$ cat config.mk
export PLATFORM = sky130hd
export DESIGN_NAME = rtlinf_run_ctrl
export DESIGN_NICKNAME = d
export VERILOG_FILES = /design/src/rtl/rtlinf_pkg.sv /design/src/rtl/rtlinf_write_counter.sv /design/src/rtl/rtlinf_run_ctrl.sv
export SDC_FILE = /design/constraint.sdc
export NUM_CORES = 1
export LEC_CHECK = 0
export BUFFER_PORTS_ARGS = -buffer_cell sky130_fd_sc_hd__buf_2
export CAP_MARGIN = 20
export CORE_ASPECT_RATIO = 1.2
export CORE_MARGIN = 1.5
export CORE_UTILIZATION = 32
export DETAILED_ROUTE_END_ITERATION = 7
export GPL_ROUTABILITY_DRIVEN = 0
export REMOVE_ABC_BUFFERS = 1
export SETUP_SLACK_MARGIN = 0.2
export SLEW_MARGIN = 25
export SYNTH_ARGS = -nofsm -noshare
export SYNTH_HDL_FRONTEND = slang
export SYNTH_SLANG_ARGS = --single-unit
$ cat constraint.sdc
create_clock -name i_clk -period 14.85 [get_ports i_clk]
set_clock_uncertainty 0.05 [all_clocks]
set_input_delay 1.485 -clock i_clk [delete_from_list [all_inputs] [get_ports i_clk]]
set_output_delay 1.485 -clock i_clk [all_outputs]
set_load 0.1 [all_outputs]
$ cat src/rtl/rtlinf_pkg.sv
// Shared definitions for the RTLinf run sequencer.
// Holds the run-state encoding, the default distribute-mode width and the
// helper that sizes the total-write count (iterations x reads per iteration).
package rtlinf_pkg;

  typedef enum logic [2:0] {
    ST_IDLE   = 3'd0,
    ST_CONFIG = 3'd1,
    ST_RUN    = 3'd2,
    ST_DONE   = 3'd3,
    ST_ERROR  = 3'd4
  } run_state_e;

  localparam int CONF_MODE_WIDTH_DEF = 2;

  // Width of the unsigned product num_iters * num_reads_per_iter.
  function automatic int total_width(input int iters_w, input int reads_w);
    return iters_w + reads_w;
  endfunction

endpackage

$ cat src/rtl/rtlinf_write_counter.sv
// Single-output write-pulse counter for the run sequencer.
// Counts WRITE valid pulses up to the job total and flags a pulse that
// arrives once the output has already reached its total.
// Ports:
//   i_clk, i_rst       clock, synchronous active-high reset
//   i_clr              clear the count (new job accepted)
//   i_en               counting enabled (RUN state)
//   i_valid            WRITE valid_out for this output
//   i_total            job total for this output
//   o_full_next        count will equal total after this cycle
//   o_overrun_hit      pulse seen while the count already equals total
module rtlinf_write_counter
  import rtlinf_pkg::*;
#(
  parameter int W = total_width(16, 16)
) (
  input  logic         i_clk,
  input  logic         i_rst,
  input  logic         i_clr,
  input  logic         i_en,
  input  logic         i_valid,
  input  logic [W-1:0] i_total,
  output logic         o_full_next,
  output logic         o_overrun_hit
);

  logic [W-1:0] r_cnt;
  logic [W-1:0] w_cnt_next;

  // Next count: saturate at the job total, report overrun pulses.
  always_comb begin
    w_cnt_next    = r_cnt;
    o_overrun_hit = 1'b0;
    if (i_en && i_valid) begin
      if (r_cnt < i_total) begin
        w_cnt_next = r_cnt + {{(W-1){1'b0}}, 1'b1};
      end else begin
        o_overrun_hit = 1'b1;
      end
    end else begin
      w_cnt_next = r_cnt;
    end
    o_full_next = (w_cnt_next == i_total);
  end

  // Count register, cleared on reset and when a new job is accepted.
  always_ff @(posedge i_clk) begin
    if (i_rst) begin
      r_cnt <= {W{1'b0}};
    end else if (i_clr) begin
      r_cnt <= {W{1'b0}};
    end else begin
      r_cnt <= w_cnt_next;
    end
  end

endmodule

$ cat src/rtl/rtlinf_run_ctrl.sv
// Top-level run sequencer for the RTLinf accelerator.
// Latches a job descriptor on start, broadcasts it with a one-cycle configure
// strobe, then counts WRITE valid pulses per output until every output has
// written num_iters*num_reads_per_iter words. A watchdog catches a stalled
// datapath, abort cancels a job, and extra pulses raise a sticky overrun flag.
// Ports:
//   i_clk, i_rst                clock, synchronous active-high reset
//   i_start, i_abort            job request (IDLE only) / cancel
//   i_num_iters .. i_conf_mode  job descriptor inputs
//   i_wr_valid_in               WRITE valid_out, one bit per output
//   o_configure                 one-cycle config strobe
//   o_cfg_*                     latched job descriptor
//   o_busy, o_done              not-idle level / completion pulse
//   o_timeout_err, o_overrun_err sticky error flags
//   o_cycle_count               RUN cycles of the last or current job
module rtlinf_run_ctrl
  import rtlinf_pkg::*;
#(
  parameter int NUM_INPUTS             = 1,
  parameter int NUM_OUTPUTS            = 1,
  parameter int LOG_MAX_ITERS          = 16,
  parameter int LOG_MAX_READS_PER_ITER = 16,
  parameter int LOG_MAX_ADDRESS        = 16,
  parameter int CONF_MODE_WIDTH        = CONF_MODE_WIDTH_DEF,
  parameter int WATCHDOG_CYCLES        = 65535
) (
  input  logic                                   i_clk,
  input  logic                                   i_rst,
  input  logic                                   i_start,
  input  logic                                   i_abort,
  input  logic [LOG_MAX_ITERS-1:0]               i_num_iters,
  input  logic [LOG_MAX_READS_PER_ITER-1:0]      i_num_reads_per_iter,
  input  logic [LOG_MAX_ADDRESS*NUM_INPUTS-1:0]  i_read_address,
  input  logic [LOG_MAX_ADDRESS-1:0]             i_weights_address,
  input  logic [LOG_MAX_ADDRESS*NUM_OUTPUTS-1:0] i_write_address,
  input  logic [CONF_MODE_WIDTH-1:0]             i_conf_mode,
  input  logic [NUM_OUTPUTS-1:0]                 i_wr_valid_in,
  output logic                                   o_configure,
  output logic [LOG_MAX_ITERS-1:0]               o_cfg_num_iters,
  output logic [LOG_MAX_READS_PER_ITER-1:0]      o_cfg_num_reads_per_iter,
  output logic [LOG_MAX_ADDRESS*NUM_INPUTS-1:0]  o_cfg_read_address,
  output logic [LOG_MAX_ADDRESS-1:0]             o_cfg_weights_address,
  output logic [LOG_MAX_ADDRESS*NUM_OUTPUTS-1:0] o_cfg_write_address,
  output logic [CONF_MODE_WIDTH-1:0]             o_cfg_conf_mode,
  output logic                                   o_busy,
  output logic                                   o_done,
  output logic                                   o_timeout_err,
  output logic                                   o_overrun_err,
  output logic [31:0]                            o_cycle_count
);

  localparam int          TW       = total_width(LOG_MAX_ITERS, LOG_MAX_READS_PER_ITER);
  localparam logic [31:0] WD_LIMIT = 32'(WATCHDOG_CYCLES);

  run_state_e       r_state;
  run_state_e       w_next_state;
  logic [TW-1:0]    r_total;
  logic [31:0]      r_wd;
  logic [31:0]      w_wd_next;
  logic             w_wd_expire;
  logic             w_start_accept;
  logic             w_run;
  logic             w_all_full;
  logic [NUM_OUTPUTS-1:0] w_full_next;
  logic [NUM_OUTPUTS-1:0] w_overrun_hit;
  logic             w_configure_next;
  logic             w_busy_next;
  logic             w_done_next;

  assign w_start_accept = (r_state == ST_IDLE) && i_start;
  assign w_run          = (r_state == ST_RUN);
  assign w_all_full     = &w_full_next;

  // Idle-cycle watchdog: any write pulse restarts the count.
  assign w_wd_next   = (|i_wr_valid_in) ? 32'd0 : (r_wd + 32'd1);
  assign w_wd_expire = (WD_LIMIT != 32'd0) && (w_wd_next == WD_LIMIT);

  for (genvar g = 0; g < NUM_OUTPUTS; g++) begin : g_wr_cnt
    rtlinf_write_counter #(.W(TW)) u_wr_cnt (
      .i_clk         (i_clk),
      .i_rst         (i_rst),
      .i_clr         (w_start_accept),
      .i_en          (w_run),
      .i_valid       (i_wr_valid_in[g]),
      .i_total       (r_total),
      .o_full_next   (w_full_next[g]),
      .o_overrun_hit (w_overrun_hit[g])
    );
  end

  // FSM state register.
  always_ff @(posedge i_clk) begin
    if (i_rst) begin
      r_state <= ST_IDLE;
    end else begin
      r_state <= w_next_state;
    end
  end

  // FSM next state; abort beats completion, completion beats timeout.
  always_comb begin
    w_next_state = r_state;
    case (r_state)
      ST_IDLE: begin
        if (i_start) w_next_state = ST_CONFIG;
        else         w_next_state = ST_IDLE;
      end
      ST_CONFIG: begin
        if (i_abort)                      w_next_state = ST_IDLE;
        else if (r_total == {TW{1'b0}})   w_next_state = ST_DONE;
        else                              w_next_state = ST_RUN;
      end
      ST_RUN: begin
        if (i_abort)          w_next_state = ST_IDLE;
        else if (w_all_full)  w_next_state = ST_DONE;
        else if (w_wd_expire) w_next_state = ST_ERROR;
        else                  w_next_state = ST_RUN;
      end
      ST_DONE:  w_next_state = ST_IDLE;
      ST_ERROR: begin
        if (i_abort) w_next_state = ST_IDLE;
        else         w_next_state = ST_ERROR;
      end
      default:  w_next_state = ST_IDLE;
    endcase
  end

  // FSM outputs, decoded from the next state so the strobes leave a flop.
  always_comb begin
    w_configure_next = 1'b0;
    w_busy_next      = 1'b0;
    w_done_next      = 1'b0;
    case (w_next_state)
      ST_IDLE:   w_busy_next = 1'b0;
      ST_CONFIG: begin w_configure_next = 1'b1; w_busy_next = 1'b1; end
      ST_RUN:    w_busy_next = 1'b1;
      ST_DONE:   begin w_done_next = 1'b1; w_busy_next = 1'b1; end
      ST_ERROR:  w_busy_next = 1'b1;
      default:   w_busy_next = 1'b0;
    endcase
  end

  // Registered FSM strobes.
  always_ff @(posedge i_clk) begin
    if (i_rst) begin
      o_configure <= 1'b0;
      o_busy      <= 1'b0;
      o_done      <= 1'b0;
    end else begin
      o_configure <= w_configure_next;
      o_busy      <= w_busy_next;
      o_done      <= w_done_next;
    end
  end

  // Descriptor latch, job total, watchdog, cycle counter and error flags.
  always_ff @(posedge i_clk) begin
    if (i_rst) begin
      o_cfg_num_iters          <= {LOG_MAX_ITERS{1'b0}};
      o_cfg_num_reads_per_iter <= {LOG_MAX_READS_PER_ITER{1'b0}};
      o_cfg_read_address       <= {(LOG_MAX_ADDRESS*NUM_INPUTS){1'b0}};
      o_cfg_weights_address    <= {LOG_MAX_ADDRESS{1'b0}};
      o_cfg_write_address      <= {(LOG_MAX_ADDRESS*NUM_OUTPUTS){1'b0}};
      o_cfg_conf_mode          <= {CONF_MODE_WIDTH{1'b0}};
      r_total                  <= {TW{1'b0}};
      r_wd                     <= 32'd0;
      o_cycle_count            <= 32'd0;
      o_timeout_err            <= 1'b0;
      o_overrun_err            <= 1'b0;
    end else if (w_start_accept) begin
      o_cfg_num_iters          <= i_num_iters;
      o_cfg_num_reads_per_iter <= i_num_reads_per_iter;
      o_cfg_read_address       <= i_read_address;
      o_cfg_weights_address    <= i_weights_address;
      o_cfg_write_address      <= i_write_address;
      o_cfg_conf_mode          <= i_conf_mode;
      r_total                  <= TW'(i_num_iters) * TW'(i_num_reads_per_iter);
      r_wd                     <= 32'd0;
      o_cycle_count            <= 32'd0;
      o_timeout_err            <= 1'b0;
      o_overrun_err            <= 1'b0;
    end else if (w_run) begin
      r_wd <= w_wd_next;
      if (o_cycle_count != 32'hFFFF_FFFF) o_cycle_count <= o_cycle_count + 32'd1;
      if (|w_overrun_hit) o_overrun_err <= 1'b1;
      // Only a genuine RUN->ERROR transition is a timeout (abort/completion win).
      if (w_next_state == ST_ERROR) o_timeout_err <= 1'b1;
    end
  end

endmodule

# Yosys cells after proc, flatten, opt, wreduce, memory -nomap -nowiden
# Index checks and enable logic that the tools add are counted.
[totals]
regBits = 218
input_bits = 87
out_inout_bits = 119
word_cells = 56
[op_classes]
n_addsub = 3
multipliers = 1
order_cmp = 1
n_eq_ne = 10
muxes = 16
reduce_logical = 9
[op_table]
columns = ["operator", "count"]
rows = [
  ["32-bit by 1-bit adder with 32-bit output (second input constant)", 3],
  ["32-bit 2-to-1 mux", 3],
  ["32-bit by 16-bit == test with 1-bit output (second input constant)", 1],
  ["32-bit == test", 1],
  ["32-bit zero test", 1],
  ["32-bit < comparator", 1],
  ["16-bit by 16-bit multiplier with 32-bit output", 1],
  ["32-bit != test (second input constant)", 1],
  ["3-bit 2-to-1 mux", 4],
  ["3-bit one-hot mux with 4 select lines", 1],
  ["3-bit by 2-bit == test with 1-bit output (second input constant)", 3],
  ["1-bit 2-to-1 mux", 7],
  ["3-bit by 1-bit == test with 1-bit output (second input constant)", 2],
  ["3-bit == test (second input constant)", 2],
  ["2-bit AND reduction", 3],
  ["4-bit OR reduction", 1],
  ["3-bit zero test", 1],
  ["1-bit logical AND", 2],
  ["2-bit 2-to-1 mux", 1],
  ["2-bit OR reduction", 1],
]

# Depth between registers and ports, before layout
[depth]
word_depth = 10
depth_mapped = 26
mapped_depth_nobuf = 25

# Modules after synthesis
# A second synthesis with hierarchy kept.
[hier_totals]
cells_unflattened = 2395
hier_area_um2 = 19421.1
[by_module_without_submodules]
columns = ["module", "instances", "cells_each", "area_each_um2", "seq_area_each_um2"]
rows = [
  ["rtlinf_run_ctrl", 1, 1946, 16047.9, 3723.6],
  ["rtlinf_write_counter", 1, 449, 3373.2, 640.6],
]

# Least setup slack after synthesis
# No wires, ideal clock.
[synth_path]
path_kind = "input port to flip-flop"
from = "input i_num_reads_per_iter[7]"
to = "register r_total[30]"
arrival_ps = 7450
slack_ps = 7233
cell_stages = 23
path_buffers = 2
path_cell_list = "clkbuf_1 -> clkbuf_1 -> nand2_1 -> fa_1 -> fa_1 -> inv_1 -> fa_1 -> fa_1 -> fa_1 -> inv_1 -> fa_1 -> inv_1 -> ha_1 -> a21o_1 -> a21oi_1 -> nand2_1 -> nor3_1 -> o31ai_1 -> and2_1 -> o41ai_1 -> o21ai_0 -> xor2_1 -> a22o_1"
[synth_between]
elab_chain_len = 1
[synth_lines]
columns = ["element", "line_no", "source"]
rows = [
  ["start: declaration", "rtlinf_run_ctrl.sv:32", "input logic [LOG_MAX_READS_PER_ITER-1:0] i_num_reads_per_iter,"],
  ["16-bit by 16-bit multiplier with 32-bit output", "rtlinf_run_ctrl.sv:177", "r_total <= TW'(i_num_iters) * TW'(i_num_reads_per_iter);"],
  ["end signal: assignment", "rtlinf_run_ctrl.sv:165", "r_total <= {TW{1'b0}};"],
  ["end signal: assignment", "rtlinf_run_ctrl.sv:177", ""],
  ["end: declaration", "rtlinf_run_ctrl.sv:57", "logic [TW-1:0] r_total;"],
]
# No other way between the ends.
# A chain may end at the register's enable or synchronous reset.

# Worst setup path in the final report
[layout_path]
from = "input i_num_iters[5]"
to = "register r_total[30]"
[layout_between]
elab_chain_len = 1
[layout_lines]
columns = ["element", "line_no", "source"]
rows = [
  ["start: declaration", "rtlinf_run_ctrl.sv:31", "input logic [LOG_MAX_ITERS-1:0] i_num_iters,"],
  ["16-bit by 16-bit multiplier with 32-bit output", "rtlinf_run_ctrl.sv:177", ""],
]
# No other way between the ends.

==> run metrics <==
status=finished clean; synth-to-layout area growth=13.20%; worst r2r src=r_total[13]; Max Clock Freq=between 0.1 and 0.15 GHz; CTS tree=done; largest net degree at the start of global routing=85; Fin Setup TNS=0 ns; Worst-Margin Slew=~1.0 ns; row cnt=99; # fillers=between 6k and 7k; share of post-route cells with drive strength above 1=around an eighth; antenna violations before repair=0; Wirelength per Cell=15.98 um; antenna cell count=0; static leakage=between 9 and 10 nW; post-route clock period utilization=about half; Seq/Total Area, Yosys=~22%; Critical Path AT=~7.9 ns; Post-Syn Area=between 15000 and 20000 um^2; Synth cell types=90; Register-to-Register Setup Slack=a little over 10 ns; worst vdd ir=around 0.14 mV; final wirelength=between 50000 and 60000 um; crit path launch type=input port; Final Core Density=~37%; RSZ-0062 raised after global routing=false; Worst EP required=15.27 ns; chip width=roughly 230 um; first-pass GRT wire length=about 86000 um; crit path from=i_num_iters[5]; Syn Inst Count=between 2k and 2.5k; Post-synth EDFFs=0; power after layout=3.962 mW; Slew Viols, Final=0; Tmin final=approximately 7.5 ns; Max Fanout on Critical Path=17; Setup WS post-layout=approximately 7.4 ns; Inserted Clock Buffers=27; synth warn=0; dpl hpwl=~41000 um; number of port buffers=205; Iter 0 DRT Violations=slightly above 900; maximum clock insertion buffer count=3; max cap viols=0; final hold vios=0; Tightest Hold Check Type=register to register; Die Area=62840 um^2; synthesis-stage register bit count=about 220; post-placement setup slack=~6.8 ns; Worst-Skew Late Latency=about 0.57 ns; Post-CTS Setup Repair Bufs=0; crit path capture=r_total[30]; crit end category=register; RR Endpoint=r_state[2]; Main synth FF type=dfxtp_1; R2R depth=13; # H-tree levels=1; hold-fix buffer count after cts=0; final setup fails=0; Ports=206; Setup Crit Path Kind=input port to register; drt drc=0; Max-Slew Margin vs Limit=between 30% and 40%; Pre-Repair DR Iteration Count=5; GRT Util Overall=16.70%; via count=between 15k and 20k; root buf cell=clkbuf_16; vias in the first global route=16.35k; via/cell ratio=~4.9; Congestion Overflow GR=0; nets@finish=2954; die height=between 200 and 300 um; Clk pin slew, worst setup/hold paths=roughly 0.06 ns; post-route ant nets=0; Resized cells post-CTS=0; Post-Syn Area per Cell=8.125 um^2; starting density of the core=between 30 and 40%; clk sinks=between 200 and 250; core area=60700 um^2; PD cells=between 150 and 200 nW/um^2; Async S/R FF share, synth=0%
==> state kept, by name (all words and copies together), names as in the netlist <==
signal	flops
r_state	3
o_busy	1
o_cfg_num_reads_per_iter	16
r_wd	32
o_cfg_write_address	16
o_cfg_read_address	16
o_configure	1
g_wr_cnt.u_wr_cnt.r_cnt	32
o_timeout_err	1
r_total	32
o_cfg_num_iters	16
o_overrun_err	1
o_cfg_conf_mode	2
o_done	1
o_cycle_count	32
o_cfg_weights_address	16
==> per-layer routing <==
| metal | track usage [%] | vias to the layer above | share of wire, % |
|---|---|---|---|
| met5 | 0 | - | 0 |
| met4 | 5.834 | 0 | 2.8 |
| met3 | 1.882 | 88 | 4.1 |
| met2 | 30.35 | 362 | 51 |
| met1 | 20.33 | 7934 | 42 |
| li1 | - | 8143 | - |
==> cells in the mapped netlist, types with 5 or more instances <==
cell	instances	area (um^2)
and3_1	19	118.9
nor2_1	157	589.3
fa_1	194	3884
a21oi_1	188	940.9
nand2b_1	18	112.6
nor2b_1	5	31.28
clkbuf_1	106	397.9
ha_1	138	1727
a311oi_1	7	61.31
a41oi_1	6	52.55
a211oi_1	8	60.06
o21bai_1	6	45.04
nand2_1	450	1689
a21o_1	12	90.09
a22oi_1	6	45.04
a31oi_1	17	106.4
o22ai_1	8	50.05
nor3_1	29	145.1
buf_2	14	70.07
o21a_1	6	45.04
inv_1	274	1028
mux2i_1	6	60.06
or3_1	18	112.6
xnor2_1	66	578.1
o21ai_0	55	275.3
and2_1	122	763.2
nand3b_1	5	37.54
and4_1	19	166.4
xor2_1	37	324.1
nand3_1	56	280.3
nand4_1	30	187.7
nor4_1	19	118.9
dfxtp_1	218	4364
==> per-stage QoR <==
stage          hold WS, ns  instances  cell area [um^2]
2_1_floorplan       0.3885       2287             19090
3_3_place_gp        0.3831       3314             21250
3_5_place_dp        0.3924       3314             21250
4_1_cts             0.4013       3364             22220
5_1_grt             0.4178       3364             22220
6_report            0.3967       3364             22220
==> cells in the final DEF (no fill, tap or decap), drive strengths merged, types with 5 or more instances in the layout <==
master / instances
nand2: 450
inv: 276
buf: 219
dfxtp: 218
fa: 194
a21oi: 188
nor2: 158
ha: 138
and2: 123
xnor2: 66
o21ai: 59
nand3: 56
clkbuf: 38
xor2: 37
nand4: 34
nor3: 31
nor4: 23
and4: 19
and3: 19
a31oi: 19
or3: 18
nand2b: 18
a21o: 12
a311oi: 11
a211oi: 8
o22ai: 8
a41oi: 6
mux2i: 6
o21a: 6
o21bai: 6
a22oi: 6
nand3b: 5
nor2b: 5
a2111oi: 5
==> layout make-up <==
cell class                      count  area [um^2]  share of cell area [%]
Timing Repair Buffer              219         1134                   5.102
Sequential cell                   218         4364                   19.64
Multi-Input combinational cell   1795        13710                   61.71
Inverter                          274         1028                   4.629
Tap cell                          808         1011                   4.550
Clock buffer                       38        777.0                   3.497
Clock inverter                     12        193.9                  0.8728
==> logic make-up (layout without fill, tap and decap cells) <==
kind of cell | Yosys count | after routing | synth area share [%]
flops | 218 | 218 | 22.23
compound gates | 370 | 370 | 11.81
simple gates | 981 | 981 | 24.22
mux | 7 | 7 | 0.3633
fa+ha+maj | 332 | 332 | 28.58
buf+inv | 403 | 543 | 7.968
xor+xnor | 105 | 105 | 4.825
==> power breakdown <==
group / switching [mW] / leakage (nW) / internal [mW]
combinational: 1.50 / 7.64 / 1.07
clock: 0.278 / 0.465 / 0.437
sequential: 0.0442 / 1.77 / 0.628
total: 1.82 / 9.88 / 2.14
==> how the worst min path moves through the flow <==
| stage | startpoint | to | cells past startpoint |
|---|---|---|---|
| 2_1_floorplan | r_total[6] | r_total[6] | 2 |
| 3_3_place_gp | o_timeout_err | o_timeout_err | 2 |
| 3_5_place_dp | o_timeout_err | o_timeout_err | 2 |
| 4_1_cts | o_timeout_err | o_timeout_err | 2 |
| 5_1_grt | o_cfg_write_address[2] | o_cfg_write_address[2] | 2 |
| 6_report | o_timeout_err | o_timeout_err | 2 |
==> worst max-delay path: stages <==
cell and delay [ns]:
buf_2 0.21, and2_1 0.22, fa_1 0.53, inv_1 0.05, fa_1 0.56, fa_1 0.44, fa_1 0.49, inv_1 0.05
fa_1 0.53, inv_1 0.05, fa_1 0.52, inv_1 0.04, ha_1 0.34, a21o_1 0.20, a21oi_1 0.26, a21oi_1 0.20
nor3_1 0.31, o31ai_1 0.19, and2_1 0.20, o41ai_1 0.45, o21ai_0 0.20, xor2_1 0.17, a22o_1 0.20
(Power assumes the default switching activity.)
